--- src/rtl/alu_pipe_nstage_hs.sv ---
// Three-stage handshaked ALU pipeline: S1 operand latch, S2 execute, S3 result register.
// Optional result register file enabled by defining ALU_RESULT_RF_EN.
module alu_pipe_nstage_hs #(
    parameter int DATA_W = 32,
    parameter int ADDR_W = 5,
    parameter int CNT_W  = 16
) (
    input  logic              clk,
    input  logic              rst,
    input  logic              in_valid,
    output logic              in_ready,
    input  logic [DATA_W-1:0] in_a,
    input  logic [DATA_W-1:0] in_b,
    input  logic [2:0]        in_op,
    input  logic [ADDR_W-1:0] in_addr,
    output logic              out_valid,
    input  logic              out_ready,
    output logic [DATA_W-1:0] out_result,
    output logic [ADDR_W-1:0] out_addr,
    output logic [2:0]        out_flags,
`ifdef ALU_RESULT_RF_EN
    input  logic [ADDR_W-1:0] rf_raddr,
    output logic [DATA_W-1:0] rf_rdata,
`endif
    output logic [CNT_W-1:0]  done_cnt
);

    localparam int SH_W = $clog2(DATA_W);

    localparam logic [2:0] OP_AND = 3'd0;
    localparam logic [2:0] OP_OR  = 3'd1;
    localparam logic [2:0] OP_XOR = 3'd2;
    localparam logic [2:0] OP_ADD = 3'd3;
    localparam logic [2:0] OP_SUB = 3'd4;
    localparam logic [2:0] OP_SLT = 3'd5;
    localparam logic [2:0] OP_SLL = 3'd6;
    localparam logic [2:0] OP_SRL = 3'd7;

    logic              s1_v, s2_v, s3_v;
    logic              s1_en, s2_en, s3_en;
    logic [DATA_W-1:0] s1_a, s1_b;
    logic [2:0]        s1_op;
    logic [ADDR_W-1:0] s1_addr, s2_addr;
    logic [DATA_W-1:0] s2_result;
    logic [2:0]        s2_flags;

    logic [DATA_W-1:0] b_eff;
    logic [DATA_W:0]   sum_ext;
    logic              is_sub, is_arith, add_ovf, slt_bit;
    logic [DATA_W-1:0] alu_result;
    logic [2:0]        alu_flags;

    // Enables only look at registered valids and out_ready, so no comb path from in_valid.
    assign s3_en     = !s3_v || out_ready;
    assign s2_en     = !s2_v || s3_en;
    assign s1_en     = !s1_v || s2_en;
    assign in_ready  = s1_en;
    assign out_valid = s3_v;

    always_comb begin
        is_sub   = (s1_op == OP_SUB);
        is_arith = (s1_op == OP_ADD) || is_sub;
        b_eff    = is_sub ? ~s1_b : s1_b;
        sum_ext  = {1'b0, s1_a} + {1'b0, b_eff} + {{DATA_W{1'b0}}, is_sub};
        add_ovf  = (s1_a[DATA_W-1] == b_eff[DATA_W-1]) && (sum_ext[DATA_W-1] != s1_a[DATA_W-1]);
        slt_bit  = ($signed(s1_a) < $signed(s1_b));
        alu_result = '0;
        case (s1_op)
            OP_AND:  alu_result = s1_a & s1_b;
            OP_OR:   alu_result = s1_a | s1_b;
            OP_XOR:  alu_result = s1_a ^ s1_b;
            OP_ADD:  alu_result = sum_ext[DATA_W-1:0];
            OP_SUB:  alu_result = sum_ext[DATA_W-1:0];
            OP_SLT:  alu_result = {{(DATA_W-1){1'b0}}, slt_bit};
            OP_SLL:  alu_result = s1_a << s1_b[SH_W-1:0];
            OP_SRL:  alu_result = s1_a >> s1_b[SH_W-1:0];
            default: alu_result = '0;
        endcase
        alu_flags = {is_arith && add_ovf, is_arith && sum_ext[DATA_W], alu_result == '0};
    end

    always_ff @(posedge clk) begin
        if (rst) begin
            s1_v       <= 1'b0;
            s2_v       <= 1'b0;
            s3_v       <= 1'b0;
            s1_a       <= '0;
            s1_b       <= '0;
            s1_op      <= '0;
            s1_addr    <= '0;
            s2_result  <= '0;
            s2_flags   <= '0;
            s2_addr    <= '0;
            out_result <= '0;
            out_flags  <= '0;
            out_addr   <= '0;
            done_cnt   <= '0;
        end else begin
            if (s1_en) begin
                s1_v    <= in_valid;
                s1_a    <= in_a;
                s1_b    <= in_b;
                s1_op   <= in_op;
                s1_addr <= in_addr;
            end
            if (s2_en) begin
                s2_v      <= s1_v;
                s2_result <= alu_result;
                s2_flags  <= alu_flags;
                s2_addr   <= s1_addr;
            end
            if (s3_en) begin
                s3_v       <= s2_v;
                out_result <= s2_result;
                out_flags  <= s2_flags;
                out_addr   <= s2_addr;
            end
            if (s3_v && out_ready)
                done_cnt <= done_cnt + 1'b1;
        end
    end

`ifdef ALU_RESULT_RF_EN
    logic [DATA_W-1:0] rf_mem [2**ADDR_W];

    // Storage is intentionally not reset; a read of the written address returns the old word.
    always_ff @(posedge clk) begin
        if (!rst && s3_v && out_ready)
            rf_mem[out_addr] <= out_result;
    end

    always_ff @(posedge clk) begin
        if (rst)
            rf_rdata <= '0;
        else
            rf_rdata <= rf_mem[rf_raddr];
    end
`endif

endmodule
--- config.mk ---
export PLATFORM = sky130hd
export DESIGN_NAME = alu_pipe_nstage_hs
export DESIGN_NICKNAME = d
export VERILOG_FILES = /design/src/rtl/alu_pipe_nstage_hs.sv
export SDC_FILE = /design/constraint.sdc
export NUM_CORES = 1
export LEC_CHECK = 0
export BUFFER_PORTS_ARGS = -buffer_cell sky130_fd_sc_hd__buf_4
export CORE_MARGIN = 8
export CORE_UTILIZATION = 57
export DETAILED_ROUTE_END_ITERATION = 10
export PLACE_DENSITY = 0.77
export SLEW_MARGIN = 10
export SYNTH_ARGS = -nofsm -noshare
export SYNTH_HDL_FRONTEND = slang
export SYNTH_SLANG_ARGS = --single-unit
--- constraint.sdc ---
create_clock -name clk -period 13.4 [get_ports clk]
set_input_delay 2.68 -clock clk [delete_from_list [all_inputs] [get_ports clk]]
set_output_delay 2.68 -clock clk [all_outputs]
set_load 0.05 [all_outputs]
==> summary.md, run 1 <==
| Metric | Value |
|---|---|
| Status | `completed` |
| Diodes inserted | `0` |
| Post-DR wirelength/cell | `approximately 24 µm` |
| Worst r2r src | `s1_op[1]` |
| EDFF count, synth | `0` |
| CP endpoint kind | `output port` |
| Fin nets | `2221` |
| R2r endpoint | `s2_flags[0]` |
| Largest net degree at the start of global routing | `111` |
| Fmax | `139 MHz` |
| CTS max path bufs | `2` |
| Worst hold path type | `register to register` |
| Slew HR | `23.4%` |
| Post-DP HPWL | `~41000 µm` |
| Vias in the first global route | `14464` |
| Clock Latency Late Sink | `0.44 ns` |
| CP Max Fanout | `74` |
| CTS tree | `built` |
| Final hold vios | `0` |
| Worst IR Drop VDD | `0.0748 mV` |
| Setup repair after global routing missed its margin | `false` |
| Area growth, synth to finish | `10.8%` |
| TNS Setup | `0 ns` |
| Placeable Area | `25800 µm²` |
| Sequential share of the synthesized area | `23.1%` |
| Final slew viol count | `0` |
| Crit path time final | `7.18 ns` |
| Final Skew | `0.0147 ns` |
| Hold Startpoint | `out_flags[1]` |
| Gr usage total | `35.4%` |
| DRT Pass-1 Iters | `7` |
| Commonest non-fill, non-tap cell in the layout | `nand2_1` |
| CTS sink count | `171` |
| CP Launch Type | `input port` |
| Die Span X | `177 µm` |
| Congestion Overflow GR | `0` |
| Seq pwr share | `37.4%` |
| Share of cells above drive strength 1 | `13.4%` |
| H-tree Lvls | `4` |
| Post_cts resized | `0` |
| Hold EP | `out_flags[1]` |
| Async SR Flop Fraction | `0%` |
| Dominant synthesized flop cell | `dfxtp_1` |
| Vias/cell | `6.59` |
| PwrDens | `94.9 nW/µm²` |
| Ports | `approximately 130` |
| Initial core utilization | `57.5%` |
| Crit path kind | `input port to output port` |
| First-pass GRT wire length | `86500 µm` |
| Worst Tran Pin Value | `1.15 ns` |
| Mapped Cells | `1984` |
| Util after Layout | `63.7%` |
| Clk slew on worst S/H paths | `around 0.07 ns` |
| # setup viols final | `0` |
| Setup Buffers After CTS | `0` |
| DRT antenna net count | `0` |
| Cts bufs inserted | `17` |
| Synthesis-stage register bit count | `171` |
| Row count | `59` |
| Cell Int Power | `just under 1 mW` |
| R2R setup slack | `7.43 ns` |
| Leakage | `6.93 nW` |
| Die area | `31500 µm²` |
| Reg2Reg Depth | `15` |
| Post-Syn Area | `14800 µm²` |
| Vias | `15502` |
| Antenna violations before repair | `1` |
| Port Buf Inserts | `133` |
| Sw frac | `between 30% and 40%` |
| Die height | `approximately 180 µm` |
| Mapped Nets | `2198` |
| WL final | `57100 µm` |
| Netlist cell types | `77` |
| WHS Path Cells | `2` |
| Clock power frac | `32.9%` |
| Comb pwr share | `29.7%` |
| Maxcap violations | `0` |
| # DRC | `0` |
| GPL Wtd Cong | `~1.1` |
| Switching Power | `0.587 mW` |
| Syn avg cell area | `7.48 µm²` |
| Crit path DAT | `4.50 ns` |
| Leading cell types in the layout, fill and taps excluded | `nand2_1, a21oi_1, nor2_1, dfxtp_1, buf_4` |
| Hold Buf Count CTS | `0` |
| YS warnings | `0` |
| Req. time, crit path | `between 10 and 15 ns` |
| Clock Tree Root | `clkbuf_16` |
| Initial DRC Count | `2298` |
| Fin crit share | `53.6%` |
-- worst max-delay path by stage --
| stage | startpoint | endpoint | slack, ns |
|---|---|---|---|
| after detailed placement | out_ready | in_ready | 6.22 |
| after floorplan | out_ready | in_ready | 6.92 |
| after global placement | out_ready | in_ready | 6.25 |
| final | out_ready | in_ready | 6.22 |
| after global routing | out_ready | in_ready | 6.05 |
| after CTS | out_ready | in_ready | 6.22 |
-- power by group through the flow --
stage	clock, mW	sequential (mW)	combinational, mW
floorplan	0	0.590	0.297
global placement	0	0.592	0.438
detailed placement	0	0.593	0.444
CTS	0.516	0.582	0.447
global route	0.537	0.587	0.493
finish	0.514	0.584	0.463
-- worst max-delay path: stages --
cell     delay (ns)
buf_4          0.12
nor2b_2        0.11
buf_4          0.39
and3_2         0.24
buf_4          0.63
inv_2          0.08
buf_4          0.22
-- area by class of cell --
class,instances,area [µm²]
clock inverters,14,153
well taps,335,419
fillers,2340,9390
repair buffers,165,1240
inverters,89,334
multi-input cells,1563,10400
clock buffers,17,425
flip-flops and latches,171,3430
-- flip-flops by register name, summed over array words and instances (netlist names) --
register,flops
s1_a,32
out_result,32
s2_flags,3
s2_v,1
out_flags,3
out_valid,1
s1_b,32
out_addr,5
s2_result,32
s1_op,3
s1_addr,5
s2_addr,5
done_cnt,16
s1_v,1
-- cell usage after synthesis (9+ instances only) --
library cell	n	share of area (%)
nand4_1	9	0.38
or3_1	11	0.46
o221ai_1	17	1.0
clkbuf_1	121	3.1
a221oi_1	9	0.53
o22ai_1	40	1.7
nor2b_1	24	1.0
nand3_1	27	0.91
mux2i_1	66	4.5
nand2b_1	23	0.97
a21oi_1	246	8.3
buf_2	21	0.71
o211ai_1	13	0.66
mux2_2	24	1.8
a22oi_1	14	0.71
and2_1	9	0.38
ha_1	137	12
inv_1	86	2.2
mux4_2	34	5.2
buf_1	13	0.33
nand2_1	364	9.2
dfxtp_1	171	23
a211oi_1	24	1.2
and3_1	14	0.59
a21o_1	15	0.76
nor2_1	172	4.3
o21ai_0	62	2.1
nor3_1	25	0.84
a31oi_1	10	0.42
xor2_1	18	1.1
xnor2_1	48	2.8
-- per-stage QoR --
step | hold WS (ns) | total power [mW] | std cells | setup WS, ns | area, µm²
after global routing | 0.461 | 1.62 | 2354 | 6.05 | 16500
after floorplan | 0.432 | 0.887 | 1984 | 6.92 | 14800
after CTS | 0.451 | 1.54 | 2354 | 6.22 | 16500
final | 0.453 | 1.56 | 2354 | 6.22 | 16500
after detailed placement | 0.444 | 1.04 | 2323 | 6.22 | 15900
after global placement | 0.438 | 1.03 | 2323 | 6.25 | 15900
-- logic make-up after synthesis --
group	share of synthesized area (%)
AND/OR/NAND/NOR	20.6
buffers and inverters	6.66
AO/OA/AOI/OAI	21.6
adder cells (fa/ha/maj)	11.7
flip-flops	23.1
multiplexers	12.5
XOR/XNOR	3.89
-- routing by layer --
metal	track usage, %	wire length [µm]	vias to the layer above	share of wire [%]
li1	-	-	7027	-
met1	48.6	23500	7332	41
met2	52.4	24500	989	43
met3	8.43	6800	154	12
met4	14.6	2390	0	4.2
met5	0	0	-	0
Note: power is estimated with default switching activity, not from simulation.
==> inputs of run 2 (changes only) <==
clock period = 7.3 ns   (was 13.4 ns; I/O delays follow)
==> summary.md, run 2 (synthesized netlist as in run 1, its figures left out) <==
| Metric | Value |
|---|---|
| Max stage delay on crit path | `0.75 ns` |
| PwrDens | `175 nW/µm²` |
| Setup repair after global routing missed its margin | `false` |
| # DRC | `0` |
| WP buf/inv | `2` |
| Cts bufs inserted | `17` |
| Worst hold path type | `register to register` |
| Worst-path cell chain | `buf_4, or3b_2, xnor2_1, inv_1, fa_1, nand3b_1, a2111oi_0, nor3_1, nand3_1, a21oi_1, o32a_1, nor4_1, and4_1, o2111ai_1, or4_1, o21ai_1` |
| Crit path time final | `approximately 5.4 ns` |
| Worst path top cell family by delay | `simple AND/OR/NAND/NOR gates` |
| Crit path DAT | `5.77 ns` |
| Status | `completed` |
| # setup viols final | `0` |
| Hold Buf Count CTS | `0` |
| Final Skew | `0.0117 ns` |
| Clock Latency Late Sink | `roughly 0.44 ns` |
| Clk slew on worst S/H paths | `0.08 ns` |
| CP Launch Type | `register` |
| Leakage | `6.97 nW` |
| TNS Setup | `0 ns` |
| Diodes inserted | `0` |
| Initial core utilization | `between 50% and 60%` |
| Setup Buffers After CTS | `0` |
| Initial DRC Count | `approximately 1800` |
| Clock Tree Root | `clkbuf_16` |
| Placeable Area | `approximately 26000 µm²` |
| Fmax | `185 MHz` |
| Vias/cell | `6.58` |
| DRT antenna net count | `0` |
| Power Total | `2.90 mW` |
| First-pass GRT wire length | `86900 µm` |
| Worst IR Drop VDD | `0.134 mV` |
| Row count | `59` |
| Die Span X | `177 µm` |
| WL final | `57800 µm` |
| Maxcap violations | `0` |
| Antenna violations before repair | `1` |
| Commonest non-fill, non-tap cell in the layout | `nand2_1` |
| Crit path kind | `register to register` |
| Worst Tran Pin Value | `around 1.4 ns` |
| Vias | `about 16000` |
| Req. time, crit path | `between 7 and 8 ns` |
| Fin nets | `2224` |
| Ports | `134` |
| CTS tree | `built` |
| R2R setup slack | `roughly 1.9 ns` |
| Util after Layout | `63.9%` |
| Fin crit share | `74.0%` |
| CTS sink count | `171` |
| Port Buf Inserts | `133` |
| CP max stage cell | `a2111oi_0` |
| H-tree Lvls | `4` |
| CTS max path bufs | `2` |
| WHS Path Cells | `2` |
| Post-DR wirelength/cell | `24.5 µm` |
| CP Max Fanout | `29` |
| Vias in the first global route | `about 14000` |
| GPL Wtd Cong | `1.08` |
| Post_cts resized | `0` |
| DRT Pass-1 Iters | `6` |
| Area growth, synth to finish | `11.3%` |
| Gr usage total | `35.8%` |
| Final slew viol count | `0` |
| Die height | `177 µm` |
| Congestion Overflow GR | `0` |
| Worst path depth | `16` |
| Post-DP HPWL | `around 42000 µm` |
| Final hold vios | `0` |
| Die area | `~31000 µm²` |
| Reg2Reg Depth | `16` |
| Slew HR | `under 10%` |
| Leading cell types in the layout, fill and taps excluded | `nand2_1, a21oi_1, nor2_1, buf_4, dfxtp_1` |
| Share of cells above drive strength 1 | `13.5%` |
| Largest net degree at the start of global routing | `86` |
| CP endpoint kind | `register` |
## run 2: changes by cell type in the layout (fill, tap and decap cells not counted)
cell / delta
inv_8: +1
clkinvlp_4: -4
buf_12: +1
buf_4: +2
clkinv_8: +1
clkbuf_8: +1
clkinv_4: +2
## run 2: per-stage QoR
| step | instance area (µm²) | std cells | hold slack (ns) | setup WS (ns) |
|---|---|---|---|---|
| after floorplan | 14800 | 1984 | 0.432 | 2.36 |
| after global placement | 15900 | 2326 | 0.438 | 2.17 |
| after detailed placement | 15900 | 2326 | 0.445 | 2.09 |
| after CTS | 16500 | 2358 | 0.454 | 2.04 |
| after global routing | 16500 | 2358 | 0.472 | 1.69 |
| final | 16500 | 2358 | 0.451 | 1.90 |
## run 2: worst paths after layout
kind / start / end
hold reg to reg: out_addr[0] / out_addr[0]
setup reg to reg: s1_op[2] / s2_flags[0]
setup / recovery: s1_op[2] / s2_flags[0]
hold / removal: out_addr[0] / out_addr[0]
## run 2: worst min-delay path: cells and delay by family, from the launching register on
family           cells  cell delay, ns
flip-flops           1            0.31
AO/OA/AOI/OAI        1            0.05
AND/OR/NAND/NOR      1            0.05
## run 2: power by group
part           internal [mW]  switching, mW
Combinational          0.322          0.527
Sequential             0.984         0.0898
Clock                  0.502          0.473
Total                   1.81           1.09
## run 2: area by class of cell
cell class	count	area, µm²
Sequential cell	171	3430
Fill cell	2311	9320
Clock buffer	18	439
Inverter	89	334
Tap cell	335	419
Clock inverter	14	168
Timing Repair Buffer	168	1270
Multi-Input combinational cell	1563	10400
## run 2: routing by layer
metal	wire length, µm	vias up	GRT usage [%]
met5	13	-	0
met4	2900	2	17.2
met3	6400	196	6.55
met2	24800	993	54.2
met1	23600	7275	48.7
li1	-	7039	-
